===== src/rtl/text_scanout.sv =====
// Text-mode raster scanout: raster timing, text buffer fetch, character_rom drive and a
// 3-cycle aligned pixel/sync/blank stream with a blinking underline cursor.
module text_scanout #(
   parameter int COLUMNS      = 40,
   parameter int ROWS         = 25,
   parameter int H_FRONT      = 16,
   parameter int H_SYNC       = 32,
   parameter int H_BACK       = 32,
   parameter int V_FRONT      = 10,
   parameter int V_SYNC       = 2,
   parameter int V_BACK       = 50,
   parameter int BLINK_FRAMES = 30
) (
   input  logic       clock,
   input  logic       reset_n,
   output logic [9:0] text_address,
   input  logic [6:0] text_data,
   output logic [6:0] character,
   output logic [2:0] x,
   output logic [2:0] y,
   input  logic       dot,
   input  logic       cursor_enable,
   input  logic [5:0] cursor_column,
   input  logic [4:0] cursor_row,
   output logic       pixel,
   output logic       hsync_n,
   output logic       vsync_n,
   output logic       display_enable,
   output logic       frame_start
);
   localparam int H_TOTAL = COLUMNS*8 + H_FRONT + H_SYNC + H_BACK;
   localparam int V_TOTAL = ROWS*8 + V_FRONT + V_SYNC + V_BACK;
   localparam int HW      = $clog2(H_TOTAL);
   localparam int VW      = $clog2(V_TOTAL);
   localparam int BW      = (BLINK_FRAMES > 1) ? $clog2(BLINK_FRAMES) : 1;

   localparam logic [HW-1:0] H_LAST   = HW'(H_TOTAL - 1);
   localparam logic [HW-1:0] H_ACT    = HW'(COLUMNS*8);
   localparam logic [HW-1:0] HS_START = HW'(COLUMNS*8 + H_FRONT);
   localparam logic [HW-1:0] HS_END   = HW'(COLUMNS*8 + H_FRONT + H_SYNC);
   localparam logic [VW-1:0] V_LAST   = VW'(V_TOTAL - 1);
   localparam logic [VW-1:0] V_ACT    = VW'(ROWS*8);
   localparam logic [VW-1:0] VS_START = VW'(ROWS*8 + V_FRONT);
   localparam logic [VW-1:0] VS_END   = VW'(ROWS*8 + V_FRONT + V_SYNC);
   localparam logic [BW-1:0] BLINK_LAST = BW'(BLINK_FRAMES - 1);

   logic [HW-1:0] h;
   logic [VW-1:0] v;
   logic [9:0]    row_base;
   logic [BW-1:0] blink_cnt;
   logic          blink_phase;
   logic          h_last, v_last;

   logic vld_p0, hs_p0, vs_p0, fs_p0, cur_p0;
   logic vld_p1, hs_p1, vs_p1, fs_p1, cur_p1;
   logic vld_p2, hs_p2, vs_p2, fs_p2, cur_p2;

   assign h_last = (h == H_LAST);
   assign v_last = (v == V_LAST);

   // S0: raster counters, running row base and blink state
   always_ff @(posedge clock or negedge reset_n) begin
      if (!reset_n) begin
         h           <= '0;
         v           <= '0;
         row_base    <= '0;
         blink_cnt   <= '0;
         blink_phase <= 1'b0;
      end else begin
         if (h_last) begin
            h <= '0;
            v <= v_last ? '0 : v + 1'b1;
            // Row base advances when the next line starts a new text row.
            if (v_last)
               row_base <= '0;
            else if (v[2:0] == 3'd7 && v < V_ACT)
               row_base <= row_base + 10'(COLUMNS);
            if (v_last) begin
               if (blink_cnt == BLINK_LAST) begin
                  blink_cnt   <= '0;
                  blink_phase <= ~blink_phase;
               end else begin
                  blink_cnt <= blink_cnt + 1'b1;
               end
            end
         end else begin
            h <= h + 1'b1;
         end
      end
   end

   assign vld_p0 = (h < H_ACT) && (v < V_ACT);
   assign hs_p0  = (h >= HS_START) && (h < HS_END);
   assign vs_p0  = (v >= VS_START) && (v < VS_END);
   assign fs_p0  = (h == '0) && (v == '0);
   // Gating by the active area also hides out-of-range cursor coordinates.
   assign cur_p0 = cursor_enable && blink_phase && vld_p0 && (v[2:0] == 3'd7) &&
                   (10'(h >> 3) == 10'(cursor_column)) && (10'(v >> 3) == 10'(cursor_row));
   assign text_address = vld_p0 ? row_base + 10'(h >> 3) : '0;

   // S1: glyph coordinates to character_rom, text_data arrives
   assign character = text_data;

   always_ff @(posedge clock or negedge reset_n) begin
      if (!reset_n) begin
         x      <= '0;
         y      <= '0;
         vld_p1 <= 1'b0;
         hs_p1  <= 1'b0;
         vs_p1  <= 1'b0;
         fs_p1  <= 1'b0;
         cur_p1 <= 1'b0;
      end else begin
         x      <= h[2:0];
         y      <= v[2:0];
         vld_p1 <= vld_p0;
         hs_p1  <= hs_p0;
         vs_p1  <= vs_p0;
         fs_p1  <= fs_p0;
         cur_p1 <= cur_p0;
      end
   end

   // S2: dot valid from character_rom
   always_ff @(posedge clock or negedge reset_n) begin
      if (!reset_n) begin
         vld_p2 <= 1'b0;
         hs_p2  <= 1'b0;
         vs_p2  <= 1'b0;
         fs_p2  <= 1'b0;
         cur_p2 <= 1'b0;
      end else begin
         vld_p2 <= vld_p1;
         hs_p2  <= hs_p1;
         vs_p2  <= vs_p1;
         fs_p2  <= fs_p1;
         cur_p2 <= cur_p1;
      end
   end

   // S3: output registers
   always_ff @(posedge clock or negedge reset_n) begin
      if (!reset_n) begin
         pixel          <= 1'b0;
         display_enable <= 1'b0;
         hsync_n        <= 1'b1;
         vsync_n        <= 1'b1;
         frame_start    <= 1'b0;
      end else begin
         pixel          <= vld_p2 & (dot ^ cur_p2);
         display_enable <= vld_p2;
         hsync_n        <= ~hs_p2;
         vsync_n        <= ~vs_p2;
         frame_start    <= fs_p2;
      end
   end

endmodule


===== config.mk =====
export PLATFORM = sky130hd
export DESIGN_NAME = text_scanout
export DESIGN_NICKNAME = d
export VERILOG_FILES = /design/src/rtl/text_scanout.sv
export SDC_FILE = /design/constraint.sdc
export NUM_CORES = 1
export LEC_CHECK = 0
export ABC_AREA = 0
export CAP_MARGIN = 20
export CORE_ASPECT_RATIO = 2
export CORE_MARGIN = 5
export CORE_UTILIZATION = 45
export CTS_CLUSTER_DIAMETER = 40
export DETAILED_ROUTE_END_ITERATION = 16
export PLACE_DENSITY = 0.69
export SETUP_SLACK_MARGIN = 0.05
export SLEW_MARGIN = 20
export SYNTH_ARGS = -nofsm -noshare
export SYNTH_HDL_FRONTEND = slang
export SYNTH_SLANG_ARGS = --single-unit

===== constraint.sdc =====
create_clock -name clock -period 4.2 [get_ports clock]
set_input_delay 0.42 -clock clock [delete_from_list [all_inputs] [get_ports clock]]
set_output_delay 0.42 -clock clock [all_outputs]
set_load 0.05 [all_outputs]

== Word level (Yosys, flattened, before mapping) ==
Cells that the tools add are included.

* Flip-flop bits (word level): 55
* Bits of input ports: 22

* $add $sub $neg: 5
* Order comparisons: 6
* Equal/unequal tests: 6
* Mux-type cells: 6
* Bitwise operators: 5
* Reductions and logical operators: 16

{| class="wikitable"
|+ Operator list
! cell !! number
|-
| $mux 10 || 3
|-
| $add 9x1->9 const B || 2
|-
| $eq 9x9->1 const B || 2
|-
| $logic_not 9->1 || 2
|-
| $lt 9x8->1 const B || 2
|-
| $lt 9x9->1 const B || 2
|-
| $mux 9 || 2
|-
| $add 10x6->10 || 1
|-
| $add 10x6->10 const B || 1
|-
| $logic_and 1x1->1 || 10
|-
| $ge 9x8->1 const B || 1
|-
| $ge 9x9->1 const B || 1
|-
| $eq 6x5->1 || 1
|-
| $eq 6x6->1 || 1
|-
| $add 5x1->5 const B || 1
|-
| $eq 5x5->1 const B || 1
|-
| $mux 5 || 1
|-
| $reduce_and 2->1 || 2
|-
| $eq 3x3->1 const B || 1
|-
| $not 1->1 || 3
|-
| $reduce_and 3->1 || 1
|-
| $reduce_bool 2->1 || 1
|-
| $and 1x1->1 || 1
|-
| $xor 1x1->1 || 1
|}

== Longest topological paths before layout ==
Gate-level depths: netlist of run 1.

* Depth in word-level cells: 6
* Gate-level depth with buffers: 6
* Mapped depth without buffers: 6

== Worst setup path before layout of run 1 ==
No wires, ideal clock.

* Kind: register to output
* Start point: register v[5]
* End point: output port text_address[6]
* Arrival time: 2357 ps
* Data required time: 3780 ps
* Slack: 1423 ps
* Cell stages (with the launch flop): 6
* Path buffers: 1
* Cell sequence: dfrtp_1 buf_2 o311ai_1 nor2b_1 nand2_1 nor3_1

* Word-level cells in the longest chain between the ends: 3

{| class="wikitable"
|+ Ends and longest elaborated chain
! what !! line !! RTL
|-
| start, declared || 48 || <nowiki>logic [VW-1:0] v;</nowiki>
|-
| start signal, assigned || 72 || <nowiki>v <= v_last ? '0 : v + 1'b1;</nowiki>
|-
| $lt 9x8->1 || 92 || <nowiki>assign vld_p0 = (h < H_ACT) && (v < V_ACT);</nowiki>
|-
| $logic_and 1x1->1 || 92 ||
|-
| $mux 10 || 99 || <nowiki>assign text_address = vld_p0 ? row_base + 10'(h >> 3) : '0;</nowiki>
|-
| end, declared || 16 || <nowiki>output logic [9:0] text_address,</nowiki>
|}

Every way passes these cells.

== Worst setup path after layout of run 1 ==
Same ends and word-level chain as after synthesis.

==> results_dict.tcl, run 1 <==
set metrics [dict create \
    ys_top_cells_by_area "dfrtp_1, xnor2_1, ha_1" \
    cp-endpoint "text_address[6]" \
    dp.final_hpwl_um 3990 \
    rr_startpoint "h[0]$_DFF_PN0_" \
    muxShareOfSynthArea_pct 0.787 \
    final_cells 347 \
    cts_resized 0 \
    yosys.area.top_type "dfrtp_1" \
    synth_seq_cells 52 \
    dieHeight_um 120 \
    ioPinCount 50 \
    power_density_nw_per_um2 299 \
    hp-class "in -> async" \
    synth_nets 296 \
    root_buffer "clkbuf_16" \
    cp-end-kind "output port" \
    cts-hold-fix-buffers 0 \
    drt_drc_violations_left 0 \
    areaGrowthSynthToFinish_pct 16.6 \
    diodes 0 \
    wl_met3_um 303 \
    yosys.area_share.simple_pct 20.1 \
    grt.total_usage_pct 15.9 \
    crit_type "reg -> out" \
    place_congestion 0.887 \
    crit_fanout 8 \
    tns_ns 0 \
    synth-compound-area-share_pct 9.82 \
    dp_cells 339 \
    synth-main-ff-cell "dfrtp_1" \
    cts_htree_levels 2 \
    synth_area_um2 2700 \
    ir_drop_mv 0.282 \
    synthXorXnorAreaFrac_pct 9.73 \
    coreArea_um2 5910 \
    wire_per_inst_um 15.8 \
    max_freq_ghz 0.310 \
    m1WireLength_um 2340 \
    slew_headroom_pct 54.8 \
    antenna_found_initial 0 \
    crit_path_start_kind "flip-flop" \
    dr_total_vias 1960 \
    drive_above_1_share_pct 6.34 \
    syn_avg_cell_area_um2 10.3 \
    cts_tree "yes" \
    detail_route.vias_per_cell 5.65 \
    r2r_cells 5 \
    p_total_mw 0.941 \
    ant_nets 0 \
    wl_um 5490 \
    required_ns 3.78 \
    leakage_nw 1.39 \
    portBuffers 35 \
    design_area_um2 3150 \
    dr.pass1.iters 4 \
    slew_violations 0 \
    reg2reg_to "row_base[7]$_DFFE_PN0P_" \
    clkSinkCount 52 \
    nets 317 \
    die_x_um 64.8 \
    r2r_slack_ns 2.15 \
    yosysSeqAreaShare_pct 48.3 \
    synth_top_area_share_pct 46.3 \
    worstPathArrival_ns 2.81 \
    std_cell_rows 40 \
    hold_slack_ns 0.156 \
    yosys.area_share.adder_pct 5.56 \
    status "complete, no violations" \
    worst_path_largest_cell_delay_ns 0.84 \
    finalHoldViolations 0 \
    async_flop_share_pct 100 \
    cp-startpoint "v[5]$_DFFE_PN0N_" \
    cp_cell_sequence "o311ai_1 -> nor2b_1 -> nand2_1 -> nor3_1 -> clkdlybuf4s50_1" \
    synth_cell_types 47 \
    worst_slew_pin_slew_ns 0.678 \
    synthTopCellsByCount "dfrtp_1, nor2_1, xnor2_1" \
    clock_latency_ns 0.30 \
    start_util_pct 45.7 \
    clk_path_buf_depth 2 \
    cts-buffers-inserted 5 \
    grt_pass1_vias 2010 \
    clk_pin_slew_ns 0.07 \
    finalSetupViolCount 0 \
    grt_setup_unrepaired "false" \
    netlist_instances 262 \
    dpl_cell_area_um2 3010 \
    fillers 518 \
    min_period_over_period_pct 76.9 \
    synth-edff-count 0 \
    synth.most_common_cell "dfrtp_1" \
    top_layer "met4" \
    grt_pass1_wl_um 9660 \
    finalCriticalPeriod_ns 3.23 \
    gr-total-overflow 0 \
    grt_max_degree 53 \
    max-cap-violations 0 \
    die_area_um2 7750 \
    fin_worst_skew_ns 0.00583 \
    wl_met2_um 2730 \
    drtIter0Drc 126 \
    cts_post_setup_buffers_inserted 0 \
    yosys_warnings 0 \
    crit_slowest_cell "clkdlybuf4s50_1" \
    synth_top_family_by_area "simple AND/OR/NAND/NOR gates" \
]
==> routing by layer <==
metal	global-route usage (%)	vias to the layer above
li1	-	942
met4	6.62	0
met2	25.6	69
met5	0	-
met3	3.75	11
met1	20.0	938
==> sequential cells by signal, summed over array words and instances, names as in the netlist, 3 cells and up <==
register / flops
x: 3
v: 9
blink_cnt: 5
y: 3
row_base: 7
h: 9
==> layout by cell type, fill, tap and decap left out, types with 9 or more instances in the layout <==
cell type and count:
nand2_1 15, clkdlybuf4s50_1 34, xnor2_1 20, nand4_1 10
o21ai_0 9, dfrtp_1 50, xor2_1 10, nor2_1 26
inv_1 9, ha_1 12
==> final cells by class <==
cell class              count  area [µm²]  share of cell area, %
clock buffers               6         129                   4.09
clock inverters             2        16.3                  0.516
multi-input cells         180        1240                   39.4
well taps                  63        78.8                   2.50
inverters                   9        33.8                   1.07
repair buffers             35         348                   11.0
flip-flops and latches     52        1300                   41.4
==> worst max-delay path, delay by kind of cell (launching register included) <==
family	cells	cell delay, ns
buffers and inverters	1	0.84
DFF	1	0.50
AOI/OAI and AO/OA	1	0.41
and+or+nand+nor	3	0.75
==> through the flow <==
stage | util (%) | setup slack [ns]
floorplan | - | 1.42
global placement | 50.8 | 1.37
detailed placement | 50.9 | 1.28
CTS | 53.3 | 0.946
global route | 53.3 | 0.688
finish | 53.3 | 0.971
==> cells by family after synthesis <==
kind of cell | after synthesis
mux | 2
xor+xnor | 30
flops | 52
simple gates | 97
buf+inv | 30
fa+ha+maj | 12
compound gates | 39
==> how the worst min path moves through the flow <==
stage | endpoint | cells after the start | from
2_1_floorplan | blink_cnt[0]$_DFFE_PN0N_ | 0 | reset_n
3_3_place_gp | hs_p2$_DFF_PN0_ | 0 | hs_p1$_DFF_PN0_
3_5_place_dp | frame_start$_DFF_PN0_ | 0 | fs_p2$_DFF_PN0_
4_1_cts | vs_p2$_DFF_PN0_ | 1 | reset_n
5_1_grt | vs_p1$_DFF_PN0_ | 1 | reset_n
6_report | h[1]$_DFF_PN0_ | 1 | reset_n
==> where the power goes <==
part           switching (mW)  total [mW]  internal [mW]  leakage, nW
combinational          0.0170      0.0326         0.0156        0.635
clock                   0.185       0.407          0.222       0.0671
sequential           0.000163       0.501          0.501        0.688
total                   0.202       0.941          0.739         1.39
No activity file was read; power rests on OpenSTA's default activity.
==> run 2, diff against run 1 <==
--- a/config.mk
+++ b/config.mk
@@ -12,7 +12,7 @@
 export CORE_UTILIZATION = 45
 export CTS_CLUSTER_DIAMETER = 40
 export DETAILED_ROUTE_END_ITERATION = 16
-export PLACE_DENSITY = 0.69
+export PLACE_DENSITY = 0.72
 export SETUP_SLACK_MARGIN = 0.05
 export SLEW_MARGIN = 20
 export SYNTH_ARGS = -nofsm -noshare
==> constraint.sdc (replaced) <==
create_clock -name clock -period 2.8 [get_ports clock]
set_input_delay 0.28 -clock clock [delete_from_list [all_inputs] [get_ports clock]]
set_output_delay 0.28 -clock clock [all_outputs]
set_load 0.05 [all_outputs]
==> results_dict.tcl, run 2 (synthesized netlist as in run 1, its figures left out) <==
set metrics [dict create \
    root_buffer "clkbuf_16" \
    finalCriticalPeriod_ns 2.50 \
    dr.pass1.iters 4 \
    required_ns 2.52 \
    wl_um 5450 \
    wire_per_inst_um 15.6 \
    coreArea_um2 5910 \
    detail_route.vias_per_cell 5.54 \
    final_common_cell "dfrtp_1" \
    crit_slowest_cell "dlygate4sd2_1" \
    fin_worst_skew_ns 0.00652 \
    dp.final_hpwl_um 4010 \
    worstPathArrival_ns 2.22 \
    cts_tree "yes" \
    clk_pin_slew_ns 0.07 \
    drive_above_1_share_pct 9.44 \
    postLayoutCoreUtil_pct 53.5 \
    start_util_pct 45.7 \
    clkSinkCount 52 \
    min_period_over_period_pct 89.2 \
    finalSetupViolCount 0 \
    ir_drop_mv 0.365 \
    std_cell_rows 40 \
    crit_type "reg -> out" \
    hp-class "reg -> reg" \
    grt_pass1_wl_um 9510 \
    crit_family "buffers and inverters" \
    cts_post_setup_buffers_inserted 0 \
    worst_slew_pin_slew_ns 0.509 \
    place_congestion 0.850 \
    power_density_nw_per_um2 446 \
    top_regs "h x9, v x9, row_base x7" \
    crit_buf_inv 1 \
    grt_max_degree 37 \
    cts_htree_levels 2 \
    status "complete, no violations" \
    max-cap-violations 0 \
    tns_ns 0 \
    grt.total_usage_pct 15.7 \
    crit_fanout 8 \
    slew_violations 0 \
    cp.depth 4 \
    ant_nets 0 \
    diodes 0 \
    hold_slack_ns 0.351 \
    finalHoldViolations 0 \
    hold_depth 0 \
    cp-end-kind "output port" \
    p_total_mw 1.41 \
    portBuffers 35 \
    leakage_nw 1.43 \
    areaGrowthSynthToFinish_pct 17.0 \
    clock_latency_ns 0.29 \
    clk_path_buf_depth 2 \
    gr-total-overflow 0 \
    slew_headroom_pct 66.0 \
    dieHeight_um 120 \
    drtIter0Drc 94 \
    max_freq_ghz 0.400 \
    die_x_um 64.8 \
    r2r_cells 5 \
    grt_pass1_vias 2039 \
    crit_path_start_kind "flip-flop" \
    drt_drc_violations_left 0 \
    worst_path_largest_cell_delay_ns 0.53 \
    dr_total_vias 1933 \
    grt_setup_unrepaired "false" \
    cp_cell_sequence "o311ai_1 -> nor2b_1 -> and3_1 -> dlygate4sd2_1" \
    cts-buffers-inserted 5 \
    ioPinCount 50 \
    die_area_um2 7750 \
    antenna_found_initial 0 \
    nets 319 \
    final_cell_mix "dfrtp_1, nor2_1, clkdlybuf4s50_1" \
]
[run 2: cell count changes in the layout (fill, tap and decap cells not counted)]
cell | previous run | this run
buf_2 | 0 | 1
dlygate4sd2_1 | 0 | 3
buf_12 | 0 | 1
dlygate4sd3_1 | 0 | 1
nor3_2 | 0 | 1
buf_4 | 1 | 7
clkdlybuf4s50_1 | 34 | 24
nor3_1 | 7 | 6
[run 2: final timing paths]
check / slack, ns / end / startpoint
worst max-delay path: 0.30 / text_address[2] / v[5]$_DFFE_PN0N_
worst min-delay path: 0.35 / fs_p2$_DFF_PN0_ / fs_p1$_DFF_PN0_
worst max register to register: 0.77 / row_base[7]$_DFFE_PN0P_ / h[0]$_DFF_PN0_
worst min register to register: 0.35 / fs_p2$_DFF_PN0_ / fs_p1$_DFF_PN0_
max in group asynchronous: 1.59 / hsync_n$_DFF_PN1_ / reset_n
min in group asynchronous: 0.42 / h[3]$_DFF_PN0_ / reset_n
[run 2: power breakdown]
group	total, mW	internal (mW)	switching (mW)
Combinational	0.0503	0.0248	0.0255
Clock	0.609	0.334	0.276
Sequential	0.752	0.752	0.000196
[run 2: layout make-up]
class	instances	area, µm²
clock buffer	6	129
clock inverter	2	16.3
fill	531	2740
inverter	9	33.8
multi-input combinational	180	1250
sequential	52	1300
tap	63	78.8
timing repair buffer	37	354
[run 2: through the flow]
stage / std cells / area (µm²) / worst slack, ns
after detailed placement: 340 / 3010 / 0.330
after floorplan: 262 / 2700 / 0.163
after global placement: 340 / 3010 / 0.379
after global routing: 349 / 3160 / 0.0772
after CTS: 349 / 3160 / 0.216
final: 349 / 3160 / 0.302
[run 2: worst register-to-register path, stage by stage (launching register included)]
cell and delay, ns:
dfrtp_1 0.43, ha_1 0.26, and4_1 0.35, and2_1 0.37
a21boi_1 0.22, a22o_1 0.28
[run 2: metal layers]
layer / vias up / track usage [%] / routed length [µm] / share of wire (%)
li1: 947 / - / - / -
met1: 930 / 18.7 / 2350 / 43
met2: 47 / 26.0 / 2720 / 50
met3: 9 / 3.93 / 258 / 4.7
met4: 0 / 7.81 / 125 / 2.3
met5: - / 0 / 0 / 0
[run 2: timing repair]
action | in CTS | in global routing
gates resized for setup | 3 | 1
hold endpoints to repair | 15 | 0
hold buffers | 1 | 0
setup endpoints to repair | 3 | 1
gates cloned | 0 | 0
